`src/rtl/mmio_block_pkg.sv`:
```
// Shared register map for the MMIO block: window tag, register offsets
// measured downward from the top of the address space, and the decoder.
package mmio_block_pkg;

  localparam logic [1:0] IO_TAG = 2'b11;

  localparam int unsigned OFS_TIMER    = 4;
  localparam int unsigned OFS_EVENT    = 5;
  localparam int unsigned OFS_BUTTONS  = 6;
  localparam int unsigned OFS_MOUSE_X  = 7;
  localparam int unsigned OFS_MOUSE_Y  = 8;
  localparam int unsigned OFS_GPO_BASE = 16;

  typedef enum logic [2:0] {
    SEL_NONE,
    SEL_TIMER,
    SEL_EVENT,
    SEL_BUTTONS,
    SEL_MOUSE_X,
    SEL_MOUSE_Y,
    SEL_GPO
  } reg_sel_e;

  // Maps an offset below TOP to the register it names.
  function automatic reg_sel_e decode_offset(input int unsigned ofs,
                                             input int unsigned num_gpo);
    if (ofs == OFS_TIMER)   return SEL_TIMER;
    if (ofs == OFS_EVENT)   return SEL_EVENT;
    if (ofs == OFS_BUTTONS) return SEL_BUTTONS;
    if (ofs == OFS_MOUSE_X) return SEL_MOUSE_X;
    if (ofs == OFS_MOUSE_Y) return SEL_MOUSE_Y;
    if (ofs >= OFS_GPO_BASE && ofs < OFS_GPO_BASE + num_gpo) return SEL_GPO;
    return SEL_NONE;
  endfunction

endpackage

```
`src/rtl/mmio_block_read_port.sv`:
```
// One port's address decoder and registered read mux. The decode result is
// also handed back to the top so writes and read side effects use it.
module mmio_read_port
  import mmio_block_pkg::*;
#(
  parameter int DATA_SIZE    = 16,
  parameter int ADDRESS_SIZE = 12,
  parameter int NUM_GPO      = 4
) (
  input  logic                         clk,
  input  logic                         reset,
  input  logic [ADDRESS_SIZE-1:0]      address,
  input  logic [15:0]                  timer,
  input  logic [2:0]                   event_flags,
  input  logic [2:0]                   buttons,
  input  logic [15:0]                  mouse_x,
  input  logic [15:0]                  mouse_y_shadow,
  input  logic [NUM_GPO*DATA_SIZE-1:0] gpo,
  output reg_sel_e                     sel,
  output logic [2:0]                   gpo_idx,
  output logic [DATA_SIZE-1:0]         out
);

  logic [ADDRESS_SIZE-1:0] offset;
  logic                    in_window;
  logic [DATA_SIZE-1:0]    rdata;

  // TOP is all ones, so the distance below TOP is the bitwise inverse.
  assign offset    = ~address;
  assign in_window = (address[ADDRESS_SIZE-1 -: 2] == IO_TAG);
  assign sel       = in_window ? decode_offset(int'(offset), NUM_GPO) : SEL_NONE;
  // GPO offsets start at 16, so the low three offset bits are the index.
  assign gpo_idx   = offset[2:0];

  // Read mux; narrow registers are zero-extended to the data width.
  always_comb begin
    // NOTE: every path assigns rdata first, so no latch can be inferred.
    rdata = '0;
    case (sel)
      SEL_TIMER:   rdata[15:0] = timer;
      SEL_EVENT:   rdata[2:0]  = event_flags;
      SEL_BUTTONS: rdata[2:0]  = buttons;
      SEL_MOUSE_X: rdata[15:0] = mouse_x;
      SEL_MOUSE_Y: rdata[15:0] = mouse_y_shadow;
      SEL_GPO:     rdata       = gpo[int'(gpo_idx)*DATA_SIZE +: DATA_SIZE];
      default:     rdata       = '0;
    endcase
  end

  // Output register: unmapped window addresses read 0, outside addresses hold.
  always_ff @(posedge clk) begin
    // NOTE: sequential state uses non-blocking assignments only.
    if (reset)          out <= '0;
    else if (in_window) out <= rdata;
  end

endmodule

```
`src/rtl/mmio_block.sv`:
```
// Dual-port MMIO block: timer, mouse buttons with sticky edge events, a
// coherent mouse X/Y pair and writable GPO registers. Port a wins conflicts.
module mmio_block
  import mmio_block_pkg::*;
#(
  parameter int DATA_SIZE    = 16,
  parameter int ADDRESS_SIZE = 12,
  parameter int NUM_GPO      = 4,
  parameter int TICK_DIV     = 50000
) (
  input  logic                         clk,
  input  logic                         reset,
  input  logic [ADDRESS_SIZE-1:0]      a_address,
  input  logic [ADDRESS_SIZE-1:0]      b_address,
  input  logic [DATA_SIZE-1:0]         a_writeData,
  input  logic [DATA_SIZE-1:0]         b_writeData,
  input  logic                         a_we,
  input  logic                         b_we,
  input  logic                         a_re,
  input  logic                         b_re,
  input  logic                         lmb,
  input  logic                         mmb,
  input  logic                         rmb,
  input  logic [15:0]                  mouse_x,
  input  logic [15:0]                  mouse_y,
  output logic [DATA_SIZE-1:0]         a_out,
  output logic [DATA_SIZE-1:0]         b_out,
  output logic [NUM_GPO*DATA_SIZE-1:0] gpo
);

  localparam int              PS_W    = (TICK_DIV > 1) ? $clog2(TICK_DIV) : 1;
  localparam logic [PS_W-1:0] PS_LAST = PS_W'(TICK_DIV - 1);

  logic [DATA_SIZE-1:0] gpo_q [NUM_GPO];
  logic [15:0]          timer_q;
  logic [PS_W-1:0]      prescaler_q;
  logic [2:0]           event_q;
  logic [15:0]          shadow_q;
  logic [2:0]           btn_meta, btn_sync, btn_prev;

  reg_sel_e   a_sel, b_sel;
  logic [2:0] a_gpo_idx, b_gpo_idx;

  logic a_wr_timer, b_wr_timer, event_clear, capture_y;

  for (genvar k = 0; k < NUM_GPO; k++) begin : g_gpo_flat
    assign gpo[k*DATA_SIZE +: DATA_SIZE] = gpo_q[k];
  end

  mmio_read_port #(
    .DATA_SIZE(DATA_SIZE), .ADDRESS_SIZE(ADDRESS_SIZE), .NUM_GPO(NUM_GPO)
  ) u_port_a (
    .clk(clk), .reset(reset), .address(a_address), .timer(timer_q),
    .event_flags(event_q), .buttons(btn_sync), .mouse_x(mouse_x),
    .mouse_y_shadow(shadow_q), .gpo(gpo), .sel(a_sel), .gpo_idx(a_gpo_idx),
    .out(a_out)
  );

  mmio_read_port #(
    .DATA_SIZE(DATA_SIZE), .ADDRESS_SIZE(ADDRESS_SIZE), .NUM_GPO(NUM_GPO)
  ) u_port_b (
    .clk(clk), .reset(reset), .address(b_address), .timer(timer_q),
    .event_flags(event_q), .buttons(btn_sync), .mouse_x(mouse_x),
    .mouse_y_shadow(shadow_q), .gpo(gpo), .sel(b_sel), .gpo_idx(b_gpo_idx),
    .out(b_out)
  );

  assign a_wr_timer  = a_we && (a_sel == SEL_TIMER);
  assign b_wr_timer  = b_we && (b_sel == SEL_TIMER);
  assign event_clear = (a_re && (a_sel == SEL_EVENT)) || (b_re && (b_sel == SEL_EVENT));
  assign capture_y   = (a_re && (a_sel == SEL_MOUSE_X)) || (b_re && (b_sel == SEL_MOUSE_X));

  // Button synchronizers and sticky rising-edge flags; an edge beats a clear.
  always_ff @(posedge clk) begin
    if (reset) begin
      btn_meta <= '0;
      btn_sync <= '0;
      btn_prev <= '0;
      event_q  <= '0;
    end else begin
      btn_meta <= {lmb, mmb, rmb};
      btn_sync <= btn_meta;
      btn_prev <= btn_sync;
      event_q  <= (event_clear ? 3'b000 : event_q) | (btn_sync & ~btn_prev);
    end
  end

  // Prescaled timer; a write loads the value and restarts the prescaler.
  always_ff @(posedge clk) begin
    if (reset) begin
      timer_q     <= '0;
      prescaler_q <= '0;
    end else if (a_wr_timer) begin
      timer_q     <= a_writeData[15:0];
      prescaler_q <= '0;
    end else if (b_wr_timer) begin
      timer_q     <= b_writeData[15:0];
      prescaler_q <= '0;
    end else if (prescaler_q == PS_LAST) begin
      timer_q     <= timer_q + 16'd1;
      prescaler_q <= '0;
    end else begin
      prescaler_q <= prescaler_q + 1'b1;
    end
  end

  // MOUSE_Y shadow, captured by a qualified MOUSE_X read.
  always_ff @(posedge clk) begin
    if (reset)          shadow_q <= '0;
    else if (capture_y) shadow_q <= mouse_y;
  end

  // GPO registers; port a's write is applied last so it wins a collision.
  always_ff @(posedge clk) begin
    if (reset) begin
      for (int k = 0; k < NUM_GPO; k++) gpo_q[k] <= '0;
    end else begin
      for (int k = 0; k < NUM_GPO; k++) begin
        // NOTE: when two non-blocking writes hit the same register, the later one takes effect.
        if (b_we && b_sel == SEL_GPO && b_gpo_idx == 3'(k)) gpo_q[k] <= b_writeData;
        if (a_we && a_sel == SEL_GPO && a_gpo_idx == 3'(k)) gpo_q[k] <= a_writeData;
      end
    end
  end

endmodule

```
`config.mk`:
```
export PLATFORM = sky130hd
export DESIGN_NAME = mmio_block
export DESIGN_NICKNAME = d
export VERILOG_FILES = /design/src/rtl/mmio_block_pkg.sv /design/src/rtl/mmio_block_read_port.sv /design/src/rtl/mmio_block.sv
export SDC_FILE = /design/constraint.sdc
export NUM_CORES = 1
export LEC_CHECK = 0
export BUFFER_PORTS_ARGS = -buffer_cell sky130_fd_sc_hd__buf_2
export CORE_ASPECT_RATIO = 0.8
export CORE_UTILIZATION = 59
export DETAILED_ROUTE_END_ITERATION = 8
export GPL_TIMING_DRIVEN = 0
export PLACE_DENSITY_LB_ADDON = 0.25
export SLEW_MARGIN = 10
export SYNTH_ARGS = -nofsm -noshare
export SYNTH_HDL_FRONTEND = slang
export SYNTH_SLANG_ARGS = --single-unit
export TNS_END_PERCENT = 1
```
`constraint.sdc`:
```
create_clock -name clk -period 6 [get_ports clk]
set_input_delay 1.2 -clock clk [delete_from_list [all_inputs] [get_ports clk]]
set_output_delay 1.2 -clock clk [all_outputs]
set_load 0.01 [all_outputs]
```
==> reports/metrics.yaml <==
die:
  core-area_um2: 13600
  row_count: 38
  die_w_um: 134
  initial_core_util_pct: 60.6
  die_h_um: 108
  floorplan.die_area_um2: 14500
  io_pins: 193
timing:
  fin_tns_setup_ns: 0
  final_max_slew_viol_count: 0
  finalHoldViolCount: 0
  timing.final.crit_share_pct: 62.6
  rsz0062_at_grt: "no"
  relSlewSlack_pct: 26.3
  fin_skew_ns: 0.0122
  setup_viol: 0
  tightestPinTransition_ns: 1.11
  period_needed_ns: 3.75
  max_freq_mhz: 266
layout:
  fillers: 1009
  drive_gt1_share_pct: 32.3
  stdcell_count: 1145
  area_delta_synth_final_pct: 21.4
  diodes: 0
  fin_area_um2: 10000
  final_nets: 1051
  final_common_cell: "buf_2"
  mostFrequentLayoutCells: "212 x buf_2, 92 x dfxtp_1, 73 x nand2_1"
power_and_ir_drop:
  powerDensity_nw_per_um2: 247
  total_power_mw: 2.49
  p_leak_nw: 3.95
  ir_worst_vdd_mv: 0.210
synthesis:
  syn-num-nets: 842
  avgSynthCellArea_um2: 11.1
  synth_mux_area_share_pct: 12.4
  ys.flop_type: "dfxtp_1"
  yosysSeqAreaShare_pct: 45.5
  synth_compound_area_share_pct: 19.7
  syn_inst: 743
  yosysTopAreaCellShare_pct: 23.2
  synth-edff-count: 64
  synth-xor-area-share_pct: 2.43
  synth_area_um2: 8280
  ys_types: 67
  synth-simple-area-share_pct: 15.9
  synth_fa_ha_area_share_pct: 0.302
  synth_top_family_by_area: "compound AO/OA/AOI/OAI gates"
  yosysTopAreaCell: "edfxtp_1"
  yosysWarnings: 0
  synth.area.top_cells: "edfxtp_1 23%, dfxtp_1 22%, mux4_2 10%, a22o_1 6.7%, a222oi_1 3.7%"
  async_flop_share_pct: 0
  ys_ff_latch: 156
flow_run:
  maxCapViolCount: 0
routing:
  drc: 0
  wirelength_um: 27600
  dr_wl_met3_um: 4210
  detail_route.wl_per_cell_um: 24.1
  vias: 7815
  detail-route-antenna-nets: 0
  top_layer: "met4"
  met1Wirelength_um: 10500
  first_pass_iters: 9
  viasPerCell: 6.83
  met2_length_um: 12300
  drt_iter0_markers: 1054
critical_path:
  critPathCaptureType: "flop"
  crit_type: "input port to flop"
  cp-start-kind: "input port"
  worstPathRequired_ns: 6.13
  worstPathMaxFanout: 10
  arrival_ns: 3.89
grt:
  gr-total-overflow: 0
  antenna_found_initial: 0
  grtUsageTotal_pct: 39.1
  grt_start_max_net_pins: 17
  grt_pass1_vias: 7292
  grt_pass1_wl_um: 41700
cts:
  cts_tree: "yes"
  cts_root_buf: "clkbuf_16"
  clockBufferDepth: 2
  clkSinkCount: 156
  clk_pin_slew_ns: 0.06
  htree_levels: 4
  cts_buffers: 17
  cts_setup_buffers: 0
  post_cts_resized: 0
  insertion_delay_ns: 0.43
  postCtsHoldBufs: 0
place:
  dp.cells: 1113
  dpl_cell_area_um2: 9460
  post-dp-hpwl_um: 20300
  portBuffers: 189
  gp_congestion: 0.984
min_path:
  hold_path.class: "flop to flop"
run_status:
  status: "finished, final reports clean"
[registers in the layout (all words and copies together), names as in the netlist]
name,flops
btn_sync,3
btn_prev,3
gpo_q,64
timer_q,16
prescaler_q,16
u_port_b.out,16
u_port_a.out,16
shadow_q,16
event_q,3
btn_meta,3
[where the power goes]
| group | switching [mW] | internal (mW) | leakage (nW) |
|---|---|---|---|
| registers | 0.0242 | 1.13 | 1.35 |
| logic | 0.142 | 0.0965 | 2.30 |
| clock network | 0.476 | 0.616 | 0.293 |
| total | 0.643 | 1.84 | 3.95 |
[stage by stage]
step           worst slack, ns  hold WS (ns)  util, %
2_1_floorplan             2.14         0.414        -
3_3_place_gp             0.841         0.419     69.2
3_5_place_dp              1.95         0.424     69.3
4_1_cts                   2.37         0.439     73.6
5_1_grt                   2.16         0.467     73.6
6_report                  2.25         0.440     73.6
[per-layer routing]
layer / up-vias / global-route usage [%]
met5: - / 0
met4: 0 / 13.1
met3: 73 / 11.6
met2: 612 / 59.5
met1: 3751 / 53.8
li1: 3379 / -
[layout make-up]
class / count / area [um2] / area share (%)
Sequential cell: 156 / 3760 / 37.5
Inverter: 9 / 33.8 / 0.336
Buffer: 58 / 282 / 2.80
Timing Repair Buffer: 190 / 957 / 9.52
Clock buffer: 19 / 464 / 4.62
Clock inverter: 13 / 124 / 1.23
Multi-Input combinational cell: 520 / 4200 / 41.8
Tap cell: 180 / 225 / 2.24
[worst max-delay path, cell delays in order]
cell and delay [ns]:
buf_2 0.16, nor2b_1 0.37, nand4_2 0.26, nor3_2 0.84
buf_2 0.42, nor2_1 0.08, o21ai_2 0.27, buf_6 0.25
[synth_stat cells, drive strengths merged, types with 12 or more instances]
| library cell | number |
|---|---|
| nor4 | 13 |
| a21oi | 56 |
| clkbuf | 30 |
| mux2i | 17 |
| a22oi | 19 |
| a222oi | 31 |
| a22o | 63 |
| nand3 | 21 |
| xor2 | 12 |
| buf | 28 |
| edfxtp | 64 |
| mux4 | 38 |
| nand2 | 73 |
| dfxtp | 92 |
| o21ai | 13 |
| nor2 | 49 |
| nor2b | 12 |
[final timing paths]
check                                    start           to  slack, ns  cells after the start
worst max-delay path                     reset  gpo_q[3][7]       2.25                      8
worst min-delay path               btn_meta[2]  btn_sync[2]       0.44                      1
worst max register to register  prescaler_q[0]   timer_q[9]       3.64                      7
worst min register to register     btn_meta[2]  btn_sync[2]       0.44                      1
[kinds of logic after synthesis]
logic type / Yosys count
simple gates: 225
fa+ha+maj: 2
xor+xnor: 23
buf+inv: 67
mux: 55
compound gates: 215
flops: 156
(Power assumes the default switching activity.)
